`src/rtl/jk_pkg.sv`:
```
// Shared definitions for JK-cell based counters and dividers.
//   DIR_DOWN / DIR_UP : encoding of the direction input.
//   mod_next          : next value of a modulo-N up/down count, computed in
//                       the widest supported count width (16 bits). The
//                       modulus is 17 bits wide so that 2^16 is representable.
package jk_pkg;

  localparam logic DIR_DOWN = 1'b0;
  localparam logic DIR_UP   = 1'b1;

  localparam int MAX_WIDTH = 16;

  // The increment is taken only below the last value, and the decrement only
  // above zero, so no intermediate ever leaves the range 0..modulus-1. That
  // also makes modulus = 2^width wrap without needing a carry bit.
  function automatic logic [15:0] mod_next(input logic [15:0] count,
                                           input logic        up,
                                           input logic [16:0] modulus);
    logic [16:0] last;
    last = modulus - 17'd1;
    if (up == DIR_UP) begin
      if ({1'b0, count} == last) mod_next = 16'd0;
      else                       mod_next = count + 16'd1;
    end else begin
      if (count == 16'd0) mod_next = last[15:0];
      else                mod_next = count - 16'd1;
    end
  endfunction

endpackage

```
`src/rtl/jk_sync_counter_if.sv`:
```
// Control/status bundle of jk_sync_counter.
//   en, up, load, load_val : requests from the controlling block
//   count, tc, wrap, load_err : counter state and indications
// master = controlling block, slave = counter.
interface jk_sync_counter_if #(
  parameter int WIDTH = 4
);
  logic             en;
  logic             up;
  logic             load;
  logic [WIDTH-1:0] load_val;
  logic [WIDTH-1:0] count;
  logic             tc;
  logic             wrap;
  logic             load_err;

  modport master (
    output en, up, load, load_val,
    input  count, tc, wrap, load_err
  );

  modport slave (
    input  en, up, load, load_val,
    output count, tc, wrap, load_err
  );
endinterface

```
`src/rtl/jk_cell.sv`:
```
// Single JK flip-flop cell with synchronous active-high reset.
//   clk   : rising-edge clock
//   reset : synchronous, active-high; forces Q to 0
//   J, K  : 00 hold, 01 clear, 10 set, 11 toggle
//   Q     : registered cell output
module jk_cell (
  input  logic clk,
  input  logic reset,
  input  logic J,
  input  logic K,
  output logic Q
);

  logic q_q;
  logic q_d;

  always_comb begin
    q_d = q_q;
    case ({J, K})
      2'b00:   q_d = q_q;
      2'b01:   q_d = 1'b0;
      2'b10:   q_d = 1'b1;
      default: q_d = ~q_q;
    endcase
  end

  always_ff @(posedge clk) begin
    if (reset) q_q <= 1'b0;
    else       q_q <= q_d;
  end

  assign Q = q_q;

endmodule

```
`src/rtl/jk_sync_counter.sv`:
```
// Modulo-MODULUS up/down counter built from WIDTH JK cells in toggle mode.
// Each cycle the next count is computed, and the bits that differ from the
// current count are toggled through J = K = 1; all other cells hold (JK = 00).
//   clk, reset : rising-edge clock, synchronous active-high reset
//   bus.en     : step enable          bus.up       : 1 = up, 0 = down
//   bus.load   : parallel load        bus.load_val : value to load
//   bus.count  : current count        bus.tc       : terminal count (comb.)
//   bus.wrap   : one-cycle pulse after a wrapping step
//   bus.load_err : sticky, set by a load of a value >= MODULUS
// Edge priority: reset > load > en > hold.
module jk_sync_counter #(
  parameter int WIDTH   = 4,
  parameter int MODULUS = 10
) (
  input  logic                 clk,
  input  logic                 reset,
  jk_sync_counter_if.slave     bus
);
  import jk_pkg::*;

  if (WIDTH < 1 || WIDTH > MAX_WIDTH || MODULUS < 2 || MODULUS > (1 << WIDTH))
  begin : g_bad_params
    $error("jk_sync_counter: illegal WIDTH=%0d / MODULUS=%0d", WIDTH, MODULUS);
  end

  localparam logic [WIDTH-1:0] LAST  = WIDTH'(MODULUS - 1);
  localparam logic [16:0]      MOD_W = 17'(MODULUS);

  // count_q is held in the JK cells; count_d is what they must reach.
  logic [WIDTH-1:0] count_q;
  logic [WIDTH-1:0] count_d;
  logic [WIDTH-1:0] toggle;
  logic             tc;
  logic             wrap_q;
  logic             wrap_d;
  logic             load_err_q;
  logic             load_err_d;

  always_comb begin
    tc = ((bus.up == DIR_UP)   && (count_q == LAST)) ||
         ((bus.up == DIR_DOWN) && (count_q == '0));
  end

  always_comb begin
    count_d    = count_q;
    wrap_d     = 1'b0;
    load_err_d = load_err_q;
    if (bus.load) begin
      if (17'(bus.load_val) < MOD_W) begin
        count_d = bus.load_val;
      end else begin
        count_d    = LAST;
        load_err_d = 1'b1;
      end
    end else if (bus.en) begin
      count_d = WIDTH'(mod_next(16'(count_q), bus.up, MOD_W));
      // An enabled step from the terminal value is exactly a wrap.
      wrap_d  = tc;
    end
  end

  assign toggle = count_q ^ count_d;

  for (genvar i = 0; i < WIDTH; i++) begin : g_cells
    jk_cell u_cell (
      .clk   (clk),
      .reset (reset),
      .J     (toggle[i]),
      .K     (toggle[i]),
      .Q     (count_q[i])
    );
  end

  always_ff @(posedge clk) begin
    if (reset) begin
      wrap_q     <= 1'b0;
      load_err_q <= 1'b0;
    end else begin
      wrap_q     <= wrap_d;
      load_err_q <= load_err_d;
    end
  end

  assign bus.count    = count_q;
  assign bus.tc       = tc;
  assign bus.wrap     = wrap_q;
  assign bus.load_err = load_err_q;

endmodule

```
`src/flat_wrapper.sv`:
```
// flat-port wrapper written by rule: the top's interface ports become plain ports
module jk_sync_counter_flat import jk_pkg::*;
#(
  parameter int WIDTH   = 4,
  parameter int MODULUS = 10
)
  (clk, reset, bus_en, bus_up, bus_load, bus_load_val, bus_count, bus_tc, bus_wrap, bus_load_err);
  jk_sync_counter_if #(.WIDTH(WIDTH)) bus_i ();
  input  logic clk;
  input  logic reset;
  input wire logic [$bits(bus_i.en)-1:0] bus_en;
  input wire logic [$bits(bus_i.up)-1:0] bus_up;
  input wire logic [$bits(bus_i.load)-1:0] bus_load;
  input wire logic [$bits(bus_i.load_val)-1:0] bus_load_val;
  output wire logic [$bits(bus_i.count)-1:0] bus_count;
  output wire logic [$bits(bus_i.tc)-1:0] bus_tc;
  output wire logic [$bits(bus_i.wrap)-1:0] bus_wrap;
  output wire logic [$bits(bus_i.load_err)-1:0] bus_load_err;
  assign bus_i.en = bus_en;
  assign bus_i.up = bus_up;
  assign bus_i.load = bus_load;
  assign bus_i.load_val = bus_load_val;
  assign bus_count = bus_i.count;
  assign bus_tc = bus_i.tc;
  assign bus_wrap = bus_i.wrap;
  assign bus_load_err = bus_i.load_err;
  jk_sync_counter #(.WIDTH(WIDTH), .MODULUS(MODULUS)) u_core (.clk(clk), .reset(reset), .bus(bus_i));
endmodule
```
`config.mk`:
```
export PLATFORM = sky130hd
export DESIGN_NAME = jk_sync_counter_flat
export DESIGN_NICKNAME = d
export VERILOG_FILES = /design/src/rtl/jk_pkg.sv /design/src/rtl/jk_sync_counter_if.sv /design/src/rtl/jk_cell.sv /design/src/rtl/jk_sync_counter.sv /design/src/flat_wrapper.sv
export SDC_FILE = /design/constraint.sdc
export NUM_CORES = 1
export LEC_CHECK = 0
export CAP_MARGIN = 20
export CELL_PAD_IN_SITES_DETAIL_PLACEMENT = 1
export CELL_PAD_IN_SITES_GLOBAL_PLACEMENT = 1
export CORE_UTILIZATION = 34
export DETAILED_ROUTE_END_ITERATION = 10
export PLACE_DENSITY_LB_ADDON = 0.1
export SLEW_MARGIN = 30
export SYNTH_ARGS = -nofsm -noshare
export SYNTH_HDL_FRONTEND = slang
export SYNTH_SLANG_ARGS = --single-unit
```
`constraint.sdc`:
```
create_clock -name clk -period 4.4 [get_ports clk]
set_clock_uncertainty 0.1 [all_clocks]
set_input_delay 0.44 -clock clk [delete_from_list [all_inputs] [get_ports clk]]
set_output_delay 0.44 -clock clk [all_outputs]
set_load 0.01 [all_outputs]
```
==> flow_summary.toml <==
[grt]
gr_usage_total = 0.172
globalRouteOverflowTotal = 0
antenna_found_initial = 0
first_global_vias = 408
first_pass_grt_wire_length_mm = 1.77
pin_count_of_the_biggest_net_entering_global_routing = 14

[finish]
finalNetCount = 84
final_util = 0.479
areaGrowthSynthToFinish_pct = 26.8
fin_cells = 85
final_area_um2 = 639
final.fill_count = 166
num_antenna_cells = 0
final_layout_size_suffix_gt1_frac = 0.100

[floorplan]
fp.coreArea_um2 = 1330
io-pin-count = 16
floorplan.initialDensity = 0.378
floorplan.die.height_um = 40.5
rows = 13
fp.dieArea_um2 = 1640
fp.dieW_um = 40.5

[yosys]
yosys.area.top_type_share = 0.238
yosysTopAreaCell = "sky130_fd_sc_hd__dfxtp_1"
synth_adder_area_share = 0.0744
postSynthCellCount = 59
number_of_warnings_printed_during_yosys_synthesis = 0
synth.lib_cells_used.distinct = 30
synth_compound_gate_area_share = 0.268
synth_area_um2 = 504
synth_xor_area_frac = 0.0174
synth.mux.area_fraction = 0.0397
synth_seq_cells = 6
synth.net_count = 71
ys_seq_area_frac = 0.238
yosys.area_share.simple = 0.221
synthesis.area_per_instance_um2 = 8.55
synth_top_family_by_area = "compound AO/OA/AOI/OAI gates"
synth_area_leaders = "sky130_fd_sc_hd__dfxtp_1 (24%), sky130_fd_sc_hd__buf_4 (8.9%), sky130_fd_sc_hd__ha_1 (7.4%), sky130_fd_sc_hd__mux2i_1 (4.0%), sky130_fd_sc_hd__nor2_1 (3.7%)"

[route]
detail_route.wirelength.met1_um = 586
ant_nets = 0
drc_errors = 0
num_vias = 465
first_iter_violations = 9
post_drt_wl_per_cell_um = 13.6
avgViaCountPerCell = 5.47
drt_wl_total_mm = 1.16
length_of_routed_met2_wiring_um = 496
top_layer_used = "met4"
number_of_detailed_route_iterations_in_the_first_pass = 4
wl_met3_um = 71

[clock_network]
worstSkewPairLatency_ps = 250
clk_pin_slew_ps = 40
cts_buffer_depth = 2
cts_htree_levels = 1
cts_buf_count = 3
cts_repair_resize_count = 0
cts_tree = "done"
cts_num_sinks = 6
cts.hold.buffers_added = 0
cts_setup_buffers = 0
cts-root-buf = "sky130_fd_sc_hd__clkbuf_4"

[power]
power.density_nw_per_um2 = 261
leakagePower_nw = 0.243
pwr-share-clk = 0.305
power_frac_comb = 0.298
p_int_mw = 0.118
irDropWorstVdd_uv = 188
power_switching_share = 0.296
p_seq_frac = 0.397
p_switching_mw = 0.0494

[sta]
final-hold-violation-count = 0
layout_min_cycle_time_ps = 2580
post-route-period-util = 0.586
timing_worst_slew_pin_value_ps = 403
setup-tns-final_ps = 0
grt_setup_unrepaired = "false"
setup_viol = 0
max_freq_mhz = 388
hold-worst-slack_ps = 350
finalMaxSlewViolations = 0
tightest_slew_margin_relative_to_the_limit = 0.731

[placed_design]
routabilityCongestion = 0.709
placed_cell_area_um2 = 617
port_buffers = 15
hpwl_after_detailed_placement_um = 911
dp_cells = 82

[worst_setup_path]
worst_setup_path_start_kind = "input pin"
setup.worst_path.end_class = "output pin"
timing.reg2reg.worst_path_depth = 6
worstPathMaxFanout = 9
required_time_of_the_critical_path_ps = 3860
arrival_ps = 2040
worstSetupPathType = "input pin to output pin"

[min_path]
worst_min_delay_path_class = "register to register"
holdPathStages = 2

[status]
status = "finished clean"

[run]
timing.max_cap.violations = 0
## power by group through the flow
stage / clock network, mW / registers (mW) / logic [mW]
4_1_cts: 0.0528 / 0.0663 / 0.0503
2_1_floorplan: 0 / 0.0635 / 0.0352
5_1_grt: 0.0557 / 0.0673 / 0.0548
3_3_place_gp: 0 / 0.0670 / 0.0496
6_report: 0.0510 / 0.0662 / 0.0498
3_5_place_dp: 0 / 0.0673 / 0.0499
## cell families after synthesis
kind of cell / after synthesis
multiplexers: 2
flip-flops: 6
AND/OR/NAND/NOR: 18
XOR/XNOR: 1
AO/OA/AOI/OAI: 18
buffers and inverters: 11
adder cells (fa/ha/maj): 3
## Yosys cell counts
master	instances
sky130_fd_sc_hd__and3_1	1
sky130_fd_sc_hd__ha_1	3
sky130_fd_sc_hd__a31oi_1	2
sky130_fd_sc_hd__a22o_1	1
sky130_fd_sc_hd__o21ai_1	2
sky130_fd_sc_hd__nand2b_1	1
sky130_fd_sc_hd__inv_1	4
sky130_fd_sc_hd__o21ai_0	3
sky130_fd_sc_hd__nor2_1	5
sky130_fd_sc_hd__nand3b_1	2
sky130_fd_sc_hd__o21ba_2	1
sky130_fd_sc_hd__o21bai_1	1
sky130_fd_sc_hd__a211oi_1	1
sky130_fd_sc_hd__a221oi_2	1
sky130_fd_sc_hd__o31ai_1	1
sky130_fd_sc_hd__and3b_1	1
sky130_fd_sc_hd__nand4b_1	1
sky130_fd_sc_hd__a311oi_1	1
sky130_fd_sc_hd__buf_6	1
sky130_fd_sc_hd__buf_4	6
sky130_fd_sc_hd__xor2_1	1
sky130_fd_sc_hd__o221ai_2	1
sky130_fd_sc_hd__nand2_1	3
sky130_fd_sc_hd__a21oi_1	2
sky130_fd_sc_hd__mux2i_1	2
sky130_fd_sc_hd__and2_1	1
sky130_fd_sc_hd__o211ai_1	1
sky130_fd_sc_hd__dfxtp_1	6
sky130_fd_sc_hd__nor3b_1	2
sky130_fd_sc_hd__nor4b_2	1
## critical path, stage by stage
cell                              delay, ps
sky130_fd_sc_hd__clkdlybuf4s50_1        580
sky130_fd_sc_hd__nor3b_1                250
sky130_fd_sc_hd__a31oi_1                 60
sky130_fd_sc_hd__nor2_1                 150
sky130_fd_sc_hd__clkdlybuf4s50_1        550
## final timing paths
kind,start,end,slack (ps)
min reg2reg,u_core.bus.load_err,u_core.bus.load_err,350
min,u_core.bus.load_err,u_core.bus.load_err,350
max reg2reg,u_core.g_cells[0].u_cell.Q,u_core.g_cells[3].u_cell.Q,2680
max,bus_up,bus_tc,1820
## final cells by class
class	instances	area, um^2	share of cell area
Inverter	4	15.0	0.0235
Clock buffer	3	22.5	0.0352
Multi-Input combinational cell	42	313	0.489
Tap cell	15	18.8	0.0294
Sequential cell	6	120	0.188
Timing Repair Buffer	15	150	0.235
## layout by cell type, fill, tap and decap left out, types with 3 or more instances in the layout
cell type / count
sky130_fd_sc_hd__clkdlybuf4s50_1: 15
sky130_fd_sc_hd__ha_1: 3
sky130_fd_sc_hd__inv_1: 4
sky130_fd_sc_hd__nand2_1: 3
sky130_fd_sc_hd__o21ai_0: 3
sky130_fd_sc_hd__dfxtp_1: 6
sky130_fd_sc_hd__nor2_1: 5
sky130_fd_sc_hd__clkbuf_4: 3
## metal layers
layer,vias up,global-route usage
li1,233,-
met1,218,0.223
met2,12,0.234
met3,2,0.100
met4,0,0.0500
met5,-,0
## flip-flops by register name (all words and copies together), names as in the netlist
register,cells
u_core.g_cells.u_cell.Q,4
u_core.bus.wrap,1
u_core.bus.load_err,1
## stage by stage
| stage | power [mW] | setup slack (ps) |
|---|---|---|
| after CTS | 0.169 | 1830 |
| final | 0.167 | 1820 |
| after global placement | 0.117 | 1850 |
| after floorplan | 0.0987 | 2770 |
| after global routing | 0.178 | 1700 |
| after detailed placement | 0.117 | 1820 |
Note: power is estimated with default switching activity, not from simulation.
==> RTL change, RTL diff (same flow settings) <==
`WIDTH` is set to 4 in 3 places; all go to 6.
--- a/src/rtl/jk_sync_counter_if.sv
+++ b/src/rtl/jk_sync_counter_if.sv
@@ -4,5 +4,5 @@
 // master = controlling block, slave = counter.
 interface jk_sync_counter_if #(
-  parameter int WIDTH = 4
+  parameter int WIDTH = 6
 );
   logic             en;
--- a/src/rtl/jk_sync_counter.sv
+++ b/src/rtl/jk_sync_counter.sv
@@ -10,5 +10,5 @@
 // Edge priority: reset > load > en > hold.
 module jk_sync_counter #(
-  parameter int WIDTH   = 4,
+  parameter int WIDTH   = 6,
   parameter int MODULUS = 10
 ) (
--- a/src/flat_wrapper.sv
+++ b/src/flat_wrapper.sv
@@ -2,5 +2,5 @@
 module jk_sync_counter_flat import jk_pkg::*;
 #(
-  parameter int WIDTH   = 4,
+  parameter int WIDTH   = 6,
   parameter int MODULUS = 10
 )
Interface: changed (resized bus_count and bus_load_val); port bits go from 16 to 20. No check against the original RTL was run, so the function may have changed too.
==> RTL change against the original RTL <==
Area after synthesis up 36%. Design area increased by 33%. Total power grew 25%. Sequential power up 28%. Sequential cell count increased by 2. Critical path depth unchanged. Wire length increased by 52%. Core utilization down 0.71 points. Setup slack worse by 0.16 ns. Critical path type is now reg2out. Largest cell class unchanged. Largest power group unchanged.
==> RTL change: results (changes against the original RTL) <==
stage	metric	value	unit	change
worst_setup_path	r2r setup slk	2.36	ns	-0.32 ns
power	maximum vdd drop	0.138	mV	-27%
yosys	top cells by count, synth	nand2_1, dfxtp_1, nor2_1		
cts	setup bufs post-CTS	0		unchanged
grt	first-pass GRT wire length	2.84	mm	+61%
placement	GPL Wtd Cong	0.831		+17%
route	Via density	5.53		+1.1%
power	Net Sw Frac	31.8	%	+2.1 points
cts	root buf cell	clkbuf_4		
finish	fraction of layout cells with a size suffix above 1	11.5	%	+1.5 points
cts	CTS Buffer Depth	2		unchanged
placement	DP Wirelength	1.39	mm	+52%
grt	largest net degree at the start of global routing	12		-2
yosys	post-synthesis sequential area ratio	23.4	%	-0.42 points
power	leakage power	0.340	nW	+40%
placement	PortBufs	19		+4
timing	Slew @ Worst Pin	0.554	ns	+0.151 ns
route	WL/cell	14.6	um	+6.7%
cts	htree depth	1		unchanged
cts	PostCTS Resize Cnt	0		unchanged
route	Pre-antenna DRT Iters	3		-1
cts	Inserted Clock Buffers	3		unchanged
cts	Clock Latency Late Sink	0.26	ns	
cts	Worst-path clk slew	0.06	ns	+0.02 ns
finish	max reg flops	6		+2
status	status	completed		
worst_setup_path	Arr. time, crit path	2.20	ns	+0.16 ns
yosys	Synth area leaders	dfxtp_1, ha_1, buf_4		
finish	final net count	113		+35%
yosys	post-synth cell types	36		+20%
grt	vias in the first global route	628		+54%
finish	antenna cells	0		unchanged
grt	Tot GR Track Use	18.9	%	+1.7 points
yosys	Post-synth top flop	dfxtp_1		
yosys	Async SR Flop Fraction	0	%	unchanged
hold_path	Worst Hold Class	reg2reg		
grt	initial antenna violation count	0		unchanged
route	drt initial violations	9		unchanged
yosys	YS warnings	0		unchanged
yosys	syn nets	101		+42%
worst_setup_path	crit path max fanout	8		-1
==> RTL change: final cells by class <==
class                           count  area (sq um)
Fill cell                         233           951
Multi-Input combinational cell     62           432
Clock buffer                        3          22.5
Timing Repair Buffer               19           190
Sequential cell                     8           160
Inverter                            4          15.0
Tap cell                           25          31.3
==> RTL change: power by group through the flow <==
stage	sequential [W]	combinational [W]	clock (W)
2_1_floorplan	0.0000819	0.0000463	0
3_3_place_gp	0.0000858	0.0000640	0
3_5_place_dp	0.0000859	0.0000656	0
4_1_cts	0.0000844	0.0000658	0.0000614
5_1_grt	0.0000853	0.0000713	0.0000643
6_report	0.0000846	0.0000650	0.0000590
==> RTL change: cells by family after synthesis <==
| logic type | synth area share [%] |
|---|---|
| and+or+nand+nor | 26.1 |
| adders and majority gates | 7.31 |
| AOI/OAI and AO/OA | 25.0 |
| buffers and inverters | 13.5 |
| muxes | 3.29 |
| DFF | 23.4 |
| xor gates and xnor gates | 1.28 |
==> RTL change: routing by layer <==
layer	track usage [%]	routed length [um]	vias up
li1	-	-	330
met1	23.4	778	317
met2	31.7	886	18
met3	3.46	60	4
met4	8.57	36	0
met5	0	0	-
==> RTL change: final timing paths <==
path / cells past startpoint / startpoint / to
hold / removal: 2 / u_core.bus.load_err / u_core.bus.load_err
setup reg to reg: 6 / u_core.g_cells[0].u_cell.Q / u_core.g_cells[2].u_cell.Q
hold reg to reg: 2 / u_core.bus.load_err / u_core.bus.load_err
setup / recovery: 5 / u_core.g_cells[0].u_cell.Q / bus_tc
==> RTL change: worst max-delay path, cell delays in order, from the launching register on <==
cell and delay (ns):
dfxtp_1 0.39, inv_1 0.15, ha_1 0.16, nor3b_1 0.48, a2bb2o_4 0.22, clkdlybuf4s50_1 0.53
==> RTL change: metrics by stage <==
| step | std cells | instance area, sq um | hold slack (ns) | utilization, % | setup WS (ns) |
|---|---|---|---|---|---|
| 2_1_floorplan | 86 | 684 | 0.398 | - | 2.57 |
| 3_3_place_gp | 118 | 828 | 0.358 | 46.0 | 1.77 |
| 3_5_place_dp | 118 | 828 | 0.375 | 46.0 | 1.70 |
| 4_1_cts | 121 | 851 | 0.395 | 47.2 | 1.65 |
| 5_1_grt | 121 | 851 | 0.411 | 47.2 | 1.51 |
| 6_report | 121 | 851 | 0.389 | 47.2 | 1.66 |
